$ cat config.mk
export PLATFORM = sky130hd
export DESIGN_NAME = sysarray_feeder_flat
export DESIGN_NICKNAME = d
export VERILOG_FILES = /design/src/rtl/sysarray_pkg.sv /design/src/rtl/sysarray_feeder_if.sv /design/src/rtl/sysarray_feeder.sv /design/src/flat_wrapper.sv
export SDC_FILE = /design/constraint.sdc
export NUM_CORES = 1
export LEC_CHECK = 0
export CAP_MARGIN = 5
export CORE_AREA = 2 2 206 208
export CTS_CLUSTER_DIAMETER = 60
export DETAILED_ROUTE_END_ITERATION = 7
export DIE_AREA = 0 0 208 210
export GPL_TIMING_DRIVEN = 0
export SLEW_MARGIN = 20
export SYNTH_ARGS = -nofsm -noshare
export SYNTH_HDL_FRONTEND = slang
export SYNTH_SLANG_ARGS = --single-unit
export TNS_END_PERCENT = 10
$ cat constraint.sdc
create_clock -name clk -period 15.4 [get_ports clk]
set_input_delay 3.08 -clock clk [delete_from_list [all_inputs] [get_ports clk]]
set_output_delay 3.08 -clock clk [all_outputs]
set_load 0.01 [all_outputs]
$ cat src/rtl/sysarray_pkg.sv
// Shared definitions for the 3x3 systolic array feeder.
//   N         : array dimension
//   NN        : number of matrix elements (row-major flattening)
//   FEED_CYC  : length of the skewed feed window (3N-2 cycles)
//   T_W       : width of the feed-window counter
//   feeder_state_t : feeder FSM states
//   idx()     : row-major flattening helper, element (r,c) -> r*N+c
package sysarray_pkg;

  localparam int N        = 3;
  localparam int NN       = N * N;
  localparam int FEED_CYC = 3 * N - 2;
  localparam int T_W      = $clog2(FEED_CYC);

  typedef enum logic [2:0] {
    IDLE,
    CLEAR,
    FEED,
    WAIT,
    DONE
  } feeder_state_t;

  function automatic int idx(input int r, input int c);
    return r * N + c;
  endfunction

endpackage

$ cat src/rtl/sysarray_feeder_if.sv
// Bus between the operand source/controller + array (master side) and the
// feeder (slave side).
//   start      : run request
//   a_mat      : matrix A, row-major, index 3*i+k
//   b_mat      : matrix B, row-major, index 3*k+j
//   acc_in     : array accumulator outputs, index 3*i+j
//   clr        : accumulator clear to the array
//   left / top : skewed row / column streams into the array
//   busy       : run in progress
//   res        : captured C = A*B
//   res_valid  : one-cycle pulse when res updates
interface sysarray_feeder_if
  import sysarray_pkg::*;
#(
  parameter int A_W   = 8,
  parameter int B_W   = 8,
  parameter int ACC_W = 18
) ();

  logic                    start;
  logic signed [A_W-1:0]   a_mat  [0:NN-1];
  logic signed [B_W-1:0]   b_mat  [0:NN-1];
  logic signed [ACC_W-1:0] acc_in [0:NN-1];
  logic                    clr;
  logic signed [A_W-1:0]   left   [0:N-1];
  logic signed [B_W-1:0]   top    [0:N-1];
  logic                    busy;
  logic signed [ACC_W-1:0] res    [0:NN-1];
  logic                    res_valid;

  modport slave (
    input  start, a_mat, b_mat, acc_in,
    output clr, left, top, busy, res, res_valid
  );

  modport master (
    output start, a_mat, b_mat, acc_in,
    input  clr, left, top, busy, res, res_valid
  );

endinterface

$ cat src/rtl/sysarray_feeder.sv
// Transmit-side sequencer for the 3x3 signed systolic array.
// On an accepted start it latches A and B, pulses clr for one cycle, drives
// the skewed row/column streams for 3N-2 cycles, waits PE_LAT cycles for the
// last product to land, then captures acc_in into res and pulses res_valid.
// Ports:
//   clk  : clock
//   rst  : synchronous, active-high reset
//   bus  : sysarray_feeder_if slave modport (see interface header)
module sysarray_feeder
  import sysarray_pkg::*;
#(
  parameter int A_W    = 8,
  parameter int B_W    = 8,
  parameter int ACC_W  = 18,
  parameter int PE_LAT = 1
) (
  input  logic             clk,
  input  logic             rst,
  sysarray_feeder_if.slave bus
);

  localparam int W_W = (PE_LAT > 1) ? $clog2(PE_LAT) : 1;

  feeder_state_t state, state_n;
  logic [T_W-1:0] t, t_n;
  logic [W_W-1:0] w, w_n;
  logic           accept;
  logic           cap;

  logic signed [A_W-1:0]   a_p0 [0:NN-1];
  logic signed [B_W-1:0]   b_p0 [0:NN-1];

  logic signed [A_W-1:0]   left_n  [0:N-1];
  logic signed [B_W-1:0]   top_n   [0:N-1];
  logic signed [A_W-1:0]   left_p1 [0:N-1];
  logic signed [B_W-1:0]   top_p1  [0:N-1];
  logic signed [ACC_W-1:0] res_p1  [0:NN-1];
  logic                    clr_p1;
  logic                    busy_p1;
  logic                    vld_p1;

  // Next-state logic; start is only honoured in IDLE and DONE.
  always_comb begin
    state_n = state;
    t_n     = t;
    w_n     = w;
    accept  = 1'b0;
    unique case (state)
      IDLE, DONE: begin
        if (bus.start) begin
          state_n = CLEAR;
          accept  = 1'b1;
        end else begin
          state_n = IDLE;
        end
      end
      CLEAR: begin
        state_n = FEED;
        t_n     = '0;
      end
      FEED: begin
        if (t == T_W'(FEED_CYC - 1)) begin
          state_n = WAIT;
          w_n     = '0;
        end else begin
          t_n = t + 1'b1;
        end
      end
      WAIT: begin
        if (w == W_W'(PE_LAT - 1)) state_n = DONE;
        else                       w_n = w + 1'b1;
      end
      default: state_n = IDLE;
    endcase
  end

  assign cap = (state == WAIT) && (w == W_W'(PE_LAT - 1));

  // Skew selection: row i carries A[i][t-i], column j carries B[t-j][j].
  // Lanes outside their 3-cycle window are driven to zero.
  always_comb begin
    for (int i = 0; i < N; i++) begin
      left_n[i] = '0;
      top_n[i]  = '0;
      if (state_n == FEED) begin
        for (int k = 0; k < N; k++) begin
          if (t_n == T_W'(i + k)) begin
            left_n[i] = a_p0[idx(i, k)];
            top_n[i]  = b_p0[idx(k, i)];
          end
        end
      end
    end
  end

  // Stage p0: operand capture on an accepted start; held until the next one.
  always_ff @(posedge clk) begin
    if (accept && !rst) begin
      for (int n = 0; n < NN; n++) begin
        a_p0[n] <= bus.a_mat[n];
        b_p0[n] <= bus.b_mat[n];
      end
    end
  end

  // Stage p1: state, counters and all registered outputs.
  always_ff @(posedge clk) begin
    if (rst) begin
      state   <= IDLE;
      t       <= '0;
      w       <= '0;
      clr_p1  <= 1'b0;
      busy_p1 <= 1'b0;
      vld_p1  <= 1'b0;
      for (int i = 0; i < N; i++) begin
        left_p1[i] <= '0;
        top_p1[i]  <= '0;
      end
      for (int n = 0; n < NN; n++) res_p1[n] <= '0;
    end else begin
      state   <= state_n;
      t       <= t_n;
      w       <= w_n;
      clr_p1  <= (state_n == CLEAR);
      busy_p1 <= (state_n inside {CLEAR, FEED, WAIT});
      vld_p1  <= (state_n == DONE);
      for (int i = 0; i < N; i++) begin
        left_p1[i] <= left_n[i];
        top_p1[i]  <= top_n[i];
      end
      if (cap) begin
        for (int n = 0; n < NN; n++) res_p1[n] <= bus.acc_in[n];
      end
    end
  end

  assign bus.clr       = clr_p1;
  assign bus.busy      = busy_p1;
  assign bus.res_valid = vld_p1;

  for (genvar i = 0; i < N; i++) begin : g_lane
    assign bus.left[i] = left_p1[i];
    assign bus.top[i]  = top_p1[i];
  end

  for (genvar n = 0; n < NN; n++) begin : g_res
    assign bus.res[n] = res_p1[n];
  end

endmodule
$ cat src/flat_wrapper.sv
// flat-port wrapper written by rule: the top's interface ports become plain ports
module sysarray_feeder_flat import sysarray_pkg::*;
#(
  parameter int A_W    = 8,
  parameter int B_W    = 8,
  parameter int ACC_W  = 18,
  parameter int PE_LAT = 1
)
  (clk, rst, bus_start, bus_a_mat, bus_b_mat, bus_acc_in, bus_clr, bus_left, bus_top, bus_busy, bus_res, bus_res_valid);
  sysarray_feeder_if #(.A_W(A_W), .B_W(B_W), .ACC_W(ACC_W)) bus_i ();
  input  logic clk;
  input  logic rst;
  input wire logic [$bits(bus_i.start)-1:0] bus_start;
  input wire logic [$bits(bus_i.a_mat)-1:0] bus_a_mat;
  input wire logic [$bits(bus_i.b_mat)-1:0] bus_b_mat;
  input wire logic [$bits(bus_i.acc_in)-1:0] bus_acc_in;
  output wire logic [$bits(bus_i.clr)-1:0] bus_clr;
  output wire logic [$bits(bus_i.left)-1:0] bus_left;
  output wire logic [$bits(bus_i.top)-1:0] bus_top;
  output wire logic [$bits(bus_i.busy)-1:0] bus_busy;
  output wire logic [$bits(bus_i.res)-1:0] bus_res;
  output wire logic [$bits(bus_i.res_valid)-1:0] bus_res_valid;
  assign bus_i.start = bus_start;
  assign bus_i.a_mat = {>>{bus_a_mat}};
  assign bus_i.b_mat = {>>{bus_b_mat}};
  assign bus_i.acc_in = {>>{bus_acc_in}};
  assign bus_clr = bus_i.clr;
  assign bus_left = {>>{bus_i.left}};
  assign bus_top = {>>{bus_i.top}};
  assign bus_busy = bus_i.busy;
  assign bus_res = {>>{bus_i.res}};
  assign bus_res_valid = bus_i.res_valid;
  sysarray_feeder #(.A_W(A_W), .B_W(B_W), .ACC_W(ACC_W), .PE_LAT(PE_LAT)) u_core (.clk(clk), .rst(rst), .bus(bus_i));
endmodule
Word level (Yosys, flattened, before mapping):

Memory sizes are Yosys's and may differ from the RTL's.
Index checks and enable logic that the tools add are counted.

* flip-flop bits (word level): 10
* bits in writable memories: 354
* bits of input ports: 309
* output and inout port bits: 213
* word-level logic and storage cells: 110
* memories: 5

Memories
* u_core.res_p1: depth 9, width 18, read ports 9, clocked after memory_dff 0, wr ports 9, RTL line sysarray_feeder.sv:37 `logic signed [ACC_W-1:0] res_p1 [0:NN-1];`
* u_core.a_p0: depth 9, width 8, read ports 9, clocked after memory_dff 0, wr ports 9, RTL line sysarray_feeder.sv:30 `logic signed [A_W-1:0] a_p0 [0:NN-1];`
* u_core.b_p0: depth 9, width 8, read ports 9, clocked after memory_dff 0, wr ports 9, RTL line sysarray_feeder.sv:31 `logic signed [B_W-1:0] b_p0 [0:NN-1];`
* u_core.left_p1: depth 3, width 8, read ports 3, clocked after memory_dff 0, wr ports 3, RTL line sysarray_feeder.sv:35 `logic signed [A_W-1:0] left_p1 [0:N-1];`
* u_core.top_p1: depth 3, width 8, read ports 3, clocked after memory_dff 0, wr ports 3, RTL line sysarray_feeder.sv:36 `logic signed [B_W-1:0] top_p1 [0:N-1];`

* add/sub/neg operators: 2
* equal/unequal tests: 14
* multiplexer cells: 58
* bitwise logic cells: 16
* reductions and logical operators: 9

Operators by type and width (number)
* $mux 8: 30
* $mux 18: 9
* $eq 3x2->1 const B: 6
* $or 1x1->1: 15
* $mux 1: 13
* $eq 3x3->1 const B: 4
* $pmux 3 s4: 1
* $eq 3x1->1 const B: 3
* $mux 3: 3
* $logic_not 3->1: 2
* $pmux 3 s2: 1
* $add 3x1->3 const B: 1
* $reduce_bool 3->1: 1
* $logic_and 1x1->1: 2
* $ne 2x1->1 const B: 1
* $pmux 1 s2: 1
* $reduce_and 2->1: 1
* $reduce_bool 2->1: 1
* $reduce_or 2->1: 1
* $add 1x1->1 const B: 1
* $logic_not 1->1: 1
* $not 1->1: 1

Longest topological paths before layout:

* depth in word-level cells: 9
* mapped depth: 9

Worst setup path after synthesis:

OpenSTA, ideal clock, no wires.

* path kind: input port to flip-flop
* from: input port rst
* to: register u_core.busy_p1 (netlist: u_core.bus.busy)
* arrival: 13.985 ns
* setup slack: 1.298 ns
* stages: 3
* buffers on the path: 1
* path through: clkbuf_1 > nor3_1 > or2_2

RTL lines
* start: declaration: RTL line flat_wrapper.sv:12 `input logic rst;`
* end signal: assignment: RTL line sysarray_feeder.sv:125 `busy_p1 <= (state_n inside {CLEAR, FEED, WAIT});`
* end: declaration: RTL line sysarray_feeder.sv:39 `logic busy_p1;`

==> flow_summary_export.csv <==
group,metric,value,unit
power,worst_ir_drop_vdd,0.08638,mV
yosys,synth_seq_cells,363,
timing,post-route-period-util,34.82,%
yosys,syn_area,13080,um2
yosys,synth_top_area_share,70.28,%
route,drtIter0Drc,539,
critical_path,ff2ff_path_depth,8,
yosys,synth_top_flop_cell,"edfxtp_1",
yosys,post_synth_num_cell_types,44,
yosys,synth.most_common_cell,"edfxtp_1",
finish,postLayoutCoreUtil,50.06,%
power,total_switching_power,0.5230,mW
die,placement_rows,75,
clock_tree,tritoncts,"built",
clock_tree,cts-buffers-inserted,44,
finish,final_layout_size_suffix_gt1_share,8.748,%
global_routing,grt_antenna_before_repair,9,
yosys,ys.warnings.count,0,
min_path,min_to,"u_core.top_p1[0][22]$_SDFF_PP0_",
critical_path,critPathKind,"in2reg",
yosys,synth.top_cells.by_count,"306 x edfxtp_1, 163 x and2_1, 57 x dfxtp_1, 49 x nand3_1, 32 x a21oi_1",
timing,setup_repair_after_global_routing_missed_its_margin,"no",
route,drc,0,
route,wl_per_cell,21.16,um
min_path,min_path_cells,1,
power,pwr_density_cell,115.8,nW/um2
clock_tree,clock_sink_count,363,
critical_path,required,15.65,ns
critical_path,crit-reg2reg-capture,"u_core.left_p1[0][22]$_SDFF_PP0_",
yosys,number_of_flops_mapped_to_enable_cells_by_yosys,306,
timing,relSlewSlack,34.69,%
finish,fillerInstances,3615,
placement,detailed_place.area,19290,um2
timing,finalClockSkew,0.01235,ns
placement,finalWeightedCongestion,0.8270,
power,p_leak,7.341,nW
critical_path,worst_path_fanout_max,11,
global_routing,gr-total-overflow,0,
yosys,synth.area.top_cells,"edfxtp_1 70%, dfxtp_1 8.7%, and2_1 7.8%",
clock_tree,clock_insertion_delay_worst_skew,0.55,ns
power,comb_power_share,9.9,%
placement,dpl.cell_count,1865,
outcome,status,"finished, final reports clean",
clock_tree,clock-root-buffer,"clkbuf_16",
yosys,fraction_of_the_yosys_area_taken_by_sequential_cells,79.00,%
critical_path,critPathLaunchType,"primary input",
route,detailedRoute.firstPassIterationCount,5,
min_path,class_of_the_most_critical_hold_timing_path,"reg2reg",
global_routing,wire_length_of_the_first_global_routing_pass,59340,um
critical_path,crit-reg2reg-launch,"u_core.t[0]$_SDFF_PP0_",
job,max_cap_violations,0,
timing,max_slew.worst_pin.slew,0.9743,ns
timing,achievable-frequency,186.5,MHz
critical_path,slack_of_the_worst_reg_to_reg_path,12.63,ns
critical_path,endpoint_kind,"flop",
power,power.clock.fraction,43.3,%
timing,finalMaxSlewViolations,0,
clock_tree,post-cts-setup-buffer-count,0,
die,die_width,208,um
clock_tree,ctsResizeCount,0,
die,io_pins,522,
timing,final_hold_fails,0,
route,routed_wirelength,41210,um
die,core_region_area,41480,um2
die,fp.dieArea,43680,um2
critical_path,data_arrival_time_of_the_critical_path,5.61,ns
timing,finalSetupViolations,0,
yosys,synth_nets,1093,
die,start_util,31.52,%
global_routing,vias_in_the_first_global_route,9214,
yosys,syn-instance-count,782,
yosys,synthDominantAreaCellType,"edfxtp_1",
die,die-height,210,um
power,swShare,21.76,%
finish,post_layout_cell_count,1947,
placement,dp_hpwl,31580,um
finish,flow.area_growth_from_synthesis,58.80,%
placement,place.port_buffers,521,
power,power.sequential.fraction,46.8,%
route,final_antenna_net_count,0,
clock_tree,cts.reportedPaths.clkPinSlew,0.06,ns
yosys,synth_area_per_cell,16.72,um2
clock_tree,number_of_hold_buffers_added_after_cts,0,
min_path,hold_path_startpoint,"u_core.b_p0[0][70]$_DFFE_PP_",
global_routing,aggregate_global_route_resource_usage,18.37,%
power,p_int,1.881,mW
route,route.vias.total,8942,
yosys,asyncSetResetFlopFracSynth,0,%
global_routing,grt_max_degree,26,
finish,post-route-cell-area,20760,um2
clock_tree,cts.htree.levels,2,
timing,layout_min_cycle_time,5.363,ns
finish,finalNetCount,1683,
route,detail_route.vias_per_cell,4.593,
clock_tree,clk_path_buf_depth,3,
-- power groups by stage --
stage	Combinational, mW	Clock [mW]	Sequential (mW)
floorplan	0.0600	0	1.17
global route	0.253	1.11	1.13
CTS	0.242	1.07	1.13
finish	0.238	1.04	1.13
detailed placement	0.241	0	1.15
global placement	0.227	0	1.17
-- stage by stage --
| step | worst slack (ns) | total power [mW] | hold slack, ns | TNS [ns] |
|---|---|---|---|---|
| global placement | -3.514 | 1.394 | 0.4291 | -471.71 |
| global route | 9.852 | 2.488 | 0.4649 | 0 |
| finish | 10.04 | 2.404 | 0.4370 | 0 |
| detailed placement | 9.395 | 1.387 | 0.4324 | 0 |
| floorplan | 1.298 | 1.233 | 0.4258 | 0 |
| CTS | 9.976 | 2.435 | 0.4401 | 0 |
-- worst max path at each step --
stage | cells after the start | slack (ns) | from | endpoint
after floorplan | 3 | 1.30 | rst | u_core.bus.busy$_SDFF_PP0_
after global placement | 4 | -3.51 | rst | u_core.bus.busy$_SDFF_PP0_
after detailed placement | 6 | 9.39 | rst | u_core.res_p1[0][122]$_SDFFCE_PN0P_
after CTS | 6 | 9.98 | rst | u_core.res_p1[0][122]$_SDFFCE_PN0P_
after global routing | 6 | 9.85 | rst | u_core.res_p1[0][122]$_SDFFCE_PN0P_
final | 10 | 10.04 | rst | u_core.b_p0[0][65]$_DFFE_PP_
-- flip-flops by register name, summed over array words and instances, names as in the netlist --
register,count
u_core.top_p1,24
u_core.bus.res_valid,1
u_core.res_p1,162
u_core.left_p1,24
u_core.bus.clr,1
u_core.bus.busy,1
u_core.b_p0,72
u_core.a_p0,72
u_core.t,3
u_core.state,3
-- critical path, cell delays in order --
cell and delay [ns]:
clkdlybuf4s50_1 0.43, clkbuf_1 0.26, nor3_2 0.42, buf_4 0.26, buf_6 0.16, buf_6 0.16, buf_4 0.21, buf_4 0.22
buf_4 0.23, buf_6 0.17
-- per-layer routing --
layer	global-route usage (%)	wire length [um]
met3	7.360	4043
met5	0	91
met2	31.37	20450
met1	20.04	14870
met4	8.560	1749
-- cell families after synthesis --
kind of cell | count (synthesis) | share of synthesized area, %
flip-flops | 363 | 79.00
AND/OR/NAND/NOR | 242 | 11.35
AO/OA/AOI/OAI | 109 | 6.364
buffers and inverters | 49 | 1.799
multiplexers | 16 | 1.225
adder cells (fa/ha/maj) | 2 | 0.1914
XOR/XNOR | 1 | 0.06700
-- cell usage in the layout (no fill, tap or decap), types with 7 or more instances in the layout --
cell type        netlist  final
edfxtp_1             306    306
a221o_1               16     16
a21oi_1               32     32
clkbuf_16              0     47
and2_1               163    163
buf_4                  2     14
dfxtp_1               57     57
buf_6                  4      8
buf_2                 11     11
nand3_1               49     49
o21ai_0               17     17
o221ai_1              17     17
clkdlybuf4s50_1        0    521
clkbuf_8               0      7
o2bb2ai_1             16     16
clkbuf_1              27     39
mux2i_1               16     16
-- final cells by class --
cell class / count / area, um2 / area share [%]
clock inverter: 14 / 147.6 / 0.7111
timing repair buffer: 544 / 5528 / 26.62
clock buffer: 66 / 1318 / 6.345
tap: 539 / 674.4 / 3.248
inverter: 2 / 7.507 / 0.03616
buffer: 47 / 227.7 / 1.097
antenna: 2 / 5.005 / 0.02410
sequential: 363 / 10330 / 49.75
multi-input combinational: 370 / 2526 / 12.17
Power figures use the tool's default switching activity.
